==> config.mk <==
export PLATFORM = sky130hd
export DESIGN_NAME = irrigation_scheduler
export DESIGN_NICKNAME = d
export VERILOG_FILES = /design/src/rtl/irrigation_scheduler.sv
export SDC_FILE = /design/constraint.sdc
export NUM_CORES = 1
export LEC_CHECK = 0
export BUFFER_PORTS_ARGS = -buffer_cell sky130_fd_sc_hd__buf_2
export CORE_MARGIN = 4
export CORE_UTILIZATION = 45
export DETAILED_ROUTE_END_ITERATION = 7
export MAX_ROUTING_LAYER = met4
export PLACE_DENSITY = 0.66
export RECOVER_POWER = 50
export SYNTH_ARGS = -nofsm -noshare
export SYNTH_HDL_FRONTEND = slang
export SYNTH_SLANG_ARGS = --single-unit
==> constraint.sdc <==
create_clock -name clk -period 5.2 [get_ports clk]
set_input_delay 0.52 -clock clk [delete_from_list [all_inputs] [get_ports clk]]
set_output_delay 0.52 -clock clk [all_outputs]
set_load 0.005 [all_outputs]
==> src/rtl/irrigation_scheduler.sv <==
// rtl/irrigation_scheduler.sv - batch initiator for the greenhouse sequencer enable/done handshake
// Optional phase checking is built when IRRIGATION_SCHED_PHASE_CHECK_EN is defined.
module irrigation_scheduler #(
  parameter int NUM_PROFILES = 4,
  parameter int GAP_CYCLES   = 4,
  parameter int WD_SLACK     = 8,
  localparam int AW = (NUM_PROFILES > 1) ? $clog2(NUM_PROFILES) : 1
) (
  input  logic          clk,
  input  logic          reset,
  input  logic          start,
  input  logic          abort,
  input  logic [7:0]    repeat_count,
  input  logic          cfg_we,
  input  logic [AW-1:0] cfg_addr,
  input  logic [7:0]    cfg_d1,
  input  logic [7:0]    cfg_d2,
  input  logic [7:0]    cfg_d3,
  input  logic          seq_done,
  input  logic          seq_irrigation,
  input  logic          seq_ventilation,
  output logic          seq_enable,
  output logic [7:0]    seq_d1,
  output logic [7:0]    seq_d2,
  output logic [7:0]    seq_d3,
  output logic          busy,
  output logic [7:0]    runs_done,
  output logic          finished,
  output logic          timeout_err,
  output logic          phase_err
);

  localparam int GW = (GAP_CYCLES > 1) ? $clog2(GAP_CYCLES) : 1;

  typedef enum logic [2:0] {
    S_IDLE,
    S_LOAD,
    S_RUN,
    S_RELEASE,
    S_GAP,
    S_FINISH,
    S_HALT
  } state_t;

  state_t        state_q, state_d;
  logic [7:0]    rep_q, rep_d;
  logic [7:0]    runs_q, runs_d;
  logic [9:0]    wd_q, wd_d;
  logic [9:0]    limit_q, limit_d;
  logic [GW-1:0] gap_q, gap_d;
  logic [7:0]    sd1_q, sd1_d, sd2_q, sd2_d, sd3_q, sd3_d;
  logic          en_q, en_d;
  logic          fin_q, fin_d;
  logic          tout_q, tout_d;
  logic          clr_err;
  logic          in_batch;

  logic [7:0]    prof1_q [NUM_PROFILES];
  logic [7:0]    prof2_q [NUM_PROFILES];
  logic [7:0]    prof3_q [NUM_PROFILES];
  logic [AW-1:0] rd_sel;
  logic [7:0]    ld1, ld2, ld3;

  // The sequencer hangs on a zero duration, so zero is stored as one.
  function automatic logic [7:0] nz(input logic [7:0] v);
    return (v == 8'd0) ? 8'd1 : v;
  endfunction

  always_ff @(posedge clk or posedge reset) begin
    if (reset) begin
      for (int i = 0; i < NUM_PROFILES; i++) begin
        prof1_q[i] <= 8'd1;
        prof2_q[i] <= 8'd1;
        prof3_q[i] <= 8'd1;
      end
    end else begin
      for (int i = 0; i < NUM_PROFILES; i++) begin
        if (cfg_we && ((NUM_PROFILES == 1) || (cfg_addr == AW'(i)))) begin
          prof1_q[i] <= nz(cfg_d1);
          prof2_q[i] <= nz(cfg_d2);
          prof3_q[i] <= nz(cfg_d3);
        end
      end
    end
  end

  assign rd_sel = (NUM_PROFILES > 1) ? runs_q[AW-1:0] : '0;

  always_comb begin
    ld1 = 8'd1;
    ld2 = 8'd1;
    ld3 = 8'd1;
    for (int i = 0; i < NUM_PROFILES; i++) begin
      if (rd_sel == AW'(i)) begin
        ld1 = prof1_q[i];
        ld2 = prof2_q[i];
        ld3 = prof3_q[i];
      end
    end
  end

  assign in_batch = (state_q == S_LOAD) || (state_q == S_RUN) || (state_q == S_RELEASE) ||
                    (state_q == S_GAP)  || (state_q == S_FINISH);

  always_comb begin
    state_d = state_q;
    rep_d   = rep_q;
    runs_d  = runs_q;
    wd_d    = wd_q;
    limit_d = limit_q;
    gap_d   = gap_q;
    sd1_d   = sd1_q;
    sd2_d   = sd2_q;
    sd3_d   = sd3_q;
    fin_d   = 1'b0;
    tout_d  = tout_q;
    clr_err = 1'b0;
    en_d    = 1'b0;

    case (state_q)
      S_IDLE, S_HALT: begin
        if (start && !abort) begin
          if (repeat_count != 8'd0) begin
            rep_d   = repeat_count;
            runs_d  = 8'd0;
            tout_d  = 1'b0;
            clr_err = 1'b1;
            state_d = S_LOAD;
          end else begin
            fin_d   = 1'b1;
            state_d = S_IDLE;
          end
        end
      end
      S_LOAD: begin
        sd1_d   = ld1;
        sd2_d   = ld2;
        sd3_d   = ld3;
        limit_d = 10'(ld1) + 10'(ld2) + 10'(ld3) + 10'(WD_SLACK);
        wd_d    = 10'd0;
        state_d = S_RUN;
      end
      S_RUN: begin
        // A done in the same cycle as watchdog expiry still counts as a good run.
        if (seq_done) begin
          if (runs_q != 8'hFF) runs_d = runs_q + 8'd1;
          state_d = S_RELEASE;
        end else begin
          wd_d = wd_q + 10'd1;
          if (wd_d == limit_q) begin
            tout_d  = 1'b1;
            state_d = S_HALT;
          end
        end
      end
      S_RELEASE: begin
        gap_d   = '0;
        state_d = (runs_q == rep_q) ? S_FINISH : S_GAP;
      end
      S_GAP: begin
        if (gap_q == GW'(GAP_CYCLES - 1)) state_d = S_LOAD;
        else gap_d = gap_q + 1'b1;
      end
      S_FINISH: state_d = S_IDLE;
      default:  state_d = S_IDLE;
    endcase

    if (abort && in_batch) begin
      state_d = S_IDLE;
      runs_d  = runs_q;
      tout_d  = tout_q;
      fin_d   = 1'b0;
    end

    if (state_d == S_FINISH) fin_d = 1'b1;
    en_d = (state_d == S_RUN);
  end

  always_ff @(posedge clk or posedge reset) begin
    if (reset) begin
      state_q <= S_IDLE;
      rep_q   <= 8'd0;
      runs_q  <= 8'd0;
      wd_q    <= 10'd0;
      limit_q <= 10'd0;
      gap_q   <= '0;
      sd1_q   <= 8'd0;
      sd2_q   <= 8'd0;
      sd3_q   <= 8'd0;
      en_q    <= 1'b0;
      fin_q   <= 1'b0;
      tout_q  <= 1'b0;
    end else begin
      state_q <= state_d;
      rep_q   <= rep_d;
      runs_q  <= runs_d;
      wd_q    <= wd_d;
      limit_q <= limit_d;
      gap_q   <= gap_d;
      sd1_q   <= sd1_d;
      sd2_q   <= sd2_d;
      sd3_q   <= sd3_d;
      en_q    <= en_d;
      fin_q   <= fin_d;
      tout_q  <= tout_d;
    end
  end

`ifdef IRRIGATION_SCHED_PHASE_CHECK_EN
  logic perr_q;
  logic irr_seen_q;
  logic phase_fault;

  assign phase_fault =
      (seq_irrigation && seq_ventilation) ||
      ((state_q == S_RUN) && seq_done && !irr_seen_q && !seq_irrigation) ||
      (seq_done && ((state_q == S_IDLE) || (state_q == S_GAP) || (state_q == S_LOAD)));

  always_ff @(posedge clk or posedge reset) begin
    if (reset) begin
      perr_q     <= 1'b0;
      irr_seen_q <= 1'b0;
    end else begin
      if (state_q == S_LOAD) irr_seen_q <= 1'b0;
      else if ((state_q == S_RUN) && seq_irrigation) irr_seen_q <= 1'b1;
      if (phase_fault) perr_q <= 1'b1;
      else if (clr_err) perr_q <= 1'b0;
    end
  end

  assign phase_err = perr_q;
`else
  logic unused_phase;
  assign unused_phase = &{1'b0, seq_irrigation, seq_ventilation, clr_err};
  assign phase_err    = 1'b0;
`endif

  assign seq_enable  = en_q;
  assign seq_d1      = sd1_q;
  assign seq_d2      = sd2_q;
  assign seq_d3      = sd3_q;
  assign busy        = in_batch;
  assign runs_done   = runs_q;
  assign finished    = fin_q;
  assign timeout_err = tout_q;

endmodule

==> flow_results.org <==
** Critical path
- Crit path max fanout :: 48
- Traced cell by cell, the critical path runs through inv_1 > ha_1 > buf_4 > nand3b_1 > a21oi_1 > a21oi_1 > nor2_1 > a21oi_1 > fa_1 > inv_1 > ha_1 > ha_1 > nor2b_1 > o21ai_0 > a21boi_0 > o21a_1 > o21a_1 > o31ai_1.
- Flop-to-flop setup slack :: 0.91 ns
- STA classifies the critical path endpoint as a flip-flop.
- STA classifies the critical path startpoint as a flip-flop.
- Worst Path Arrival :: 4.62 ns
- Depth of the worst register-to-register path :: 18
- Grouping stages by cell kind, the critical path spends the most delay in compound AO/OA/AOI/OAI gates.
- The worst register-to-register path begins at runs_done[1]$_DFFE_PP0P_.
- Number of buffers and inverters on the critical path :: 3
- Crit path launch :: runs_done[1]$_DFFE_PP0P_
- At the worst endpoint, the required time is 5.53 ns.
- Among all stages on the critical path, the largest delay is contributed by sky130_fd_sc_hd__fa_1.
- Delay of the slowest cell on the worst path :: 0.49 ns
- The critical path is of the reg -> reg type.
- In this run the critical register-to-register path is captured at limit_q[8]$_DFFE_PP0P_.

** Die
- The die is 144 um tall.
- During I/O placement, the number of pins put on the boundary was 79.
- For this configuration, the core starts out at a cell density of 0.461.
- In this run the horizontal extent of the chip is 144 um.
- Cell row count :: 49
- The floorplan step defined a die boundary enclosing 20800 um2.
- The total area inside the core boundary comes to 18100 um2.

** STA
- Unrepaired setup endpoints after global routing :: no
- Headroom to the max-slew limit came out at -0.803.
- Final critical-path required period :: 4.29 ns
- Dividing the final minimum period by the clock period gives 0.826.
- Worst slew pin tran :: 2.69 ns
- Across the routed clock network, the largest skew measured is 0.0102 ns.
- Setup-failing EPs final :: 0
- The number of max-slew violations in the final report came to 221.
- For this run, the top clock speed supported by timing is 233 MHz.
- Setup total negative slack :: 0 ns
- Across all setup checks in the final design, the least slack found is 0.905 ns.
- The count of final hold-check violations is 0.

** Worst hold path
- Endpoint, Worst Hold :: rep_q[5]$_DFFE_PP0P_
- The worst hold path passes through 3 cells.
- The path class of the tightest hold or removal check is in -> reg.
- The worst hold path begins at repeat_count[5].

** Clock network
- Clock tree sinks :: 164
- Counting the buffers created by CTS gives 17.
- For this design, the CTS-stage hold fixing added 0 buffers.
- Quantity of gates resized following cts :: 0
- Clock tree synthesis selected as its root buffer the cell sky130_fd_sc_hd__clkbuf_16.
- Clock-pin slew on the worst setup and hold paths :: 0.06 ns
- TritonCTS built the clock tree.
- The later pin in the worst-skew pair is clocked with a latency of 0.42 ns.
- H-tree depth :: 4
- Post-CTS repair timing setup buffer count :: 0
- The longest clock path from root to sink contains 2 buffers.

** Cells and area
- For this run, the share of the core covered by cells in the final layout is 0.521.
- Area delta synth->final :: 13.0%
- In the final layout, the share of cells above drive strength 1 is 0.237.
- 0 antenna diodes ended up in the layout.
- Post-Layout Cell Count :: 1122
- After filler insertion, the fill cell instance count of the layout stands at 1650.
- Final net count :: 951

** Outcome
- Failing checks :: max-capacitance violations, max-slew violations
- Outcome :: complete, but fails checks

** Global routing
- In the global route stage, overall resource usage came out at 0.193.
- Number of antenna violations at the first check in global routing :: 0
- Pin count of the biggest net entering global routing :: 63
- Global-route wire length before repair :: 30.7 mm
- Total gr overflow :: 0
- Vias in the first global route :: 6010

** Power and ir drop
- Pwr dens :: 581 nW/um2
- For this design the static power due to leakage is 4.24 nW.
- Maximum VDD drop :: 0.270 mV
- The completed layout was analyzed and its total power is 5.47 mW.

** Yosys
- Cell types with the largest area share after synthesis :: sky130_fd_sc_hd__dfrtp_1 (46%), sky130_fd_sc_hd__mux2_2 (12%), sky130_fd_sc_hd__nand2_1 (6.0%)
- Sorting the synthesized cells by how often they occur yields sky130_fd_sc_hd__dfrtp_1 (152), sky130_fd_sc_hd__nand2_1 (134), sky130_fd_sc_hd__mux2_2 (87), sky130_fd_sc_hd__a21oi_1 (74), sky130_fd_sc_hd__o21ai_0 (54).
- Async S/R FF share, synth :: 1.00
- Most frequently used flop master after synthesis :: sky130_fd_sc_hd__dfrtp_1
- Synthesized netlist net count :: 892
- Cell with the most instances after synthesis :: sky130_fd_sc_hd__dfrtp_1
- Averaged over all synthesized cells, the footprint is 10.2 um2.
- The synthesized netlist occupies a cell area of 8340 um2.
- YS warnings :: 0
- The share of synthesized area in the top cell type comes to 0.456.
- Register area share after synthesis :: 0.494
- Synthesis produced 821 cells.
- Number of synthesized flops with an enable pin :: 0
- Register bit total from synthesis :: 164
- Counting distinct cell types in the post-synthesis netlist gives 59.
- Cell type contributing the most total cell area after synthesis :: sky130_fd_sc_hd__dfrtp_1

** Detailed routing
- Final Routed Wirelength :: 18.1 mm
- Dividing the detail-routed wire length by the instance count gives 16.1 um.
- The detail route stage leaves a number of antenna-violating nets equal to 0.
- Detailed routing inserted a total of 6058 vias.
- DRC Markers :: 0
- Using the TritonRoute via totals, the vias-per-cell ratio works out to 5.40.
- Count of routing violations after the opening detailed-route iteration :: 335
- The pre-antenna-repair detailed-routing pass consisted of 5 iterations.

** Place
- Once detailed placement completed, the half-perimeter wirelength came to 12.3 mm.
- Post-placement cell count :: 1090
- Prior to clock tree synthesis, the placed netlist has a worst setup slack of 0.922 ns.
- At the end of routability-driven placement, the weighted congestion stood at 0.823.
- Number of port buffers :: 75

** Job
- MaxCap Viol Count :: 6
==> cells in the final DEF, fill, tap and decap left out, types with 9 or more instances in the layout <==
master	synthesis	routed
sky130_fd_sc_hd__nor3_1	16	16
sky130_fd_sc_hd__nand2_1	134	134
sky130_fd_sc_hd__ha_1	20	20
sky130_fd_sc_hd__buf_4	1	9
sky130_fd_sc_hd__fa_1	9	9
sky130_fd_sc_hd__clkbuf_16	0	17
sky130_fd_sc_hd__buf_2	5	70
sky130_fd_sc_hd__o21ai_0	54	54
sky130_fd_sc_hd__nor2_1	34	34
sky130_fd_sc_hd__dfrtp_1	152	152
sky130_fd_sc_hd__xor2_1	9	9
sky130_fd_sc_hd__nand3_1	13	12
sky130_fd_sc_hd__dfstp_2	12	12
sky130_fd_sc_hd__nor4_1	11	11
sky130_fd_sc_hd__inv_1	28	27
sky130_fd_sc_hd__xnor2_1	20	20
sky130_fd_sc_hd__nand3b_1	24	24
sky130_fd_sc_hd__a21oi_1	74	74
sky130_fd_sc_hd__mux2_2	87	87
sky130_fd_sc_hd__clkbuf_1	37	15
==> power by group <==
part           internal [mW]  switching, mW
sequential              1.61          0.230
combinational           1.11           1.36
clock                  0.671          0.488
==> cells by family after synthesis <==
kind of cell               count (synthesis)  synth area share
muxes                                     87             0.117
adders and majority gates                 29            0.0516
other                                      1          0.000450
and+or+nand+nor                          263             0.150
DFF                                      164             0.494
xor gates and xnor gates                  29            0.0305
buffers and inverters                     77            0.0378
AOI/OAI and AO/OA                        171             0.118
==> how the worst max path moves through the flow <==
stage,end,cells after the start
floorplan,finished$_DFF_PP0_,1
global placement,limit_q[8]$_DFFE_PP0P_,18
detailed placement,limit_q[8]$_DFFE_PP0P_,18
CTS,limit_q[8]$_DFFE_PP0P_,18
global route,prof2_q[5]$_DFFE_PP0P_,3
finish,limit_q[8]$_DFFE_PP0P_,18
==> tightest hold or removal path: stages <==
cell	delay, ns
sky130_fd_sc_hd__buf_2	0.09
sky130_fd_sc_hd__nand2_1	0.04
sky130_fd_sc_hd__nand2_1	0.04
==> layout make-up <==
class | instances | area [um2] | area share
multi-input cells | 580 | 3910 | 0.415
well taps | 229 | 287 | 0.0304
clock buffers | 23 | 458 | 0.0486
flip-flops and latches | 164 | 4120 | 0.437
clock inverters | 9 | 83.8 | 0.00890
inverters | 28 | 106 | 0.0113
repair buffers | 89 | 455 | 0.0484
==> state kept, by name, summed over array words and instances (netlist names) <==
register     count
finished         1
gap_q            2
limit_q         10
prof1_q         32
prof2_q         32
prof3_q         32
rep_q            8
runs_done        8
seq_d1           8
seq_d2           8
seq_d3           8
seq_enable       1
state_q          3
timeout_err      1
wd_q            10
==> through the flow <==
stage,hold WS [ns],instance area (um2)
global route,0.296,9420
CTS,0.170,9450
detailed placement,0.462,8910
global placement,0.457,8910
finish,0.300,9420
floorplan,0.461,8340
==> per-layer routing <==
metal	routed length, um	track usage
met2	8750	0.305
met4	166	0.0496
met3	716	0.0354
met1	8470	0.258
met5	0	-
No activity file was read; power rests on OpenSTA's default activity.
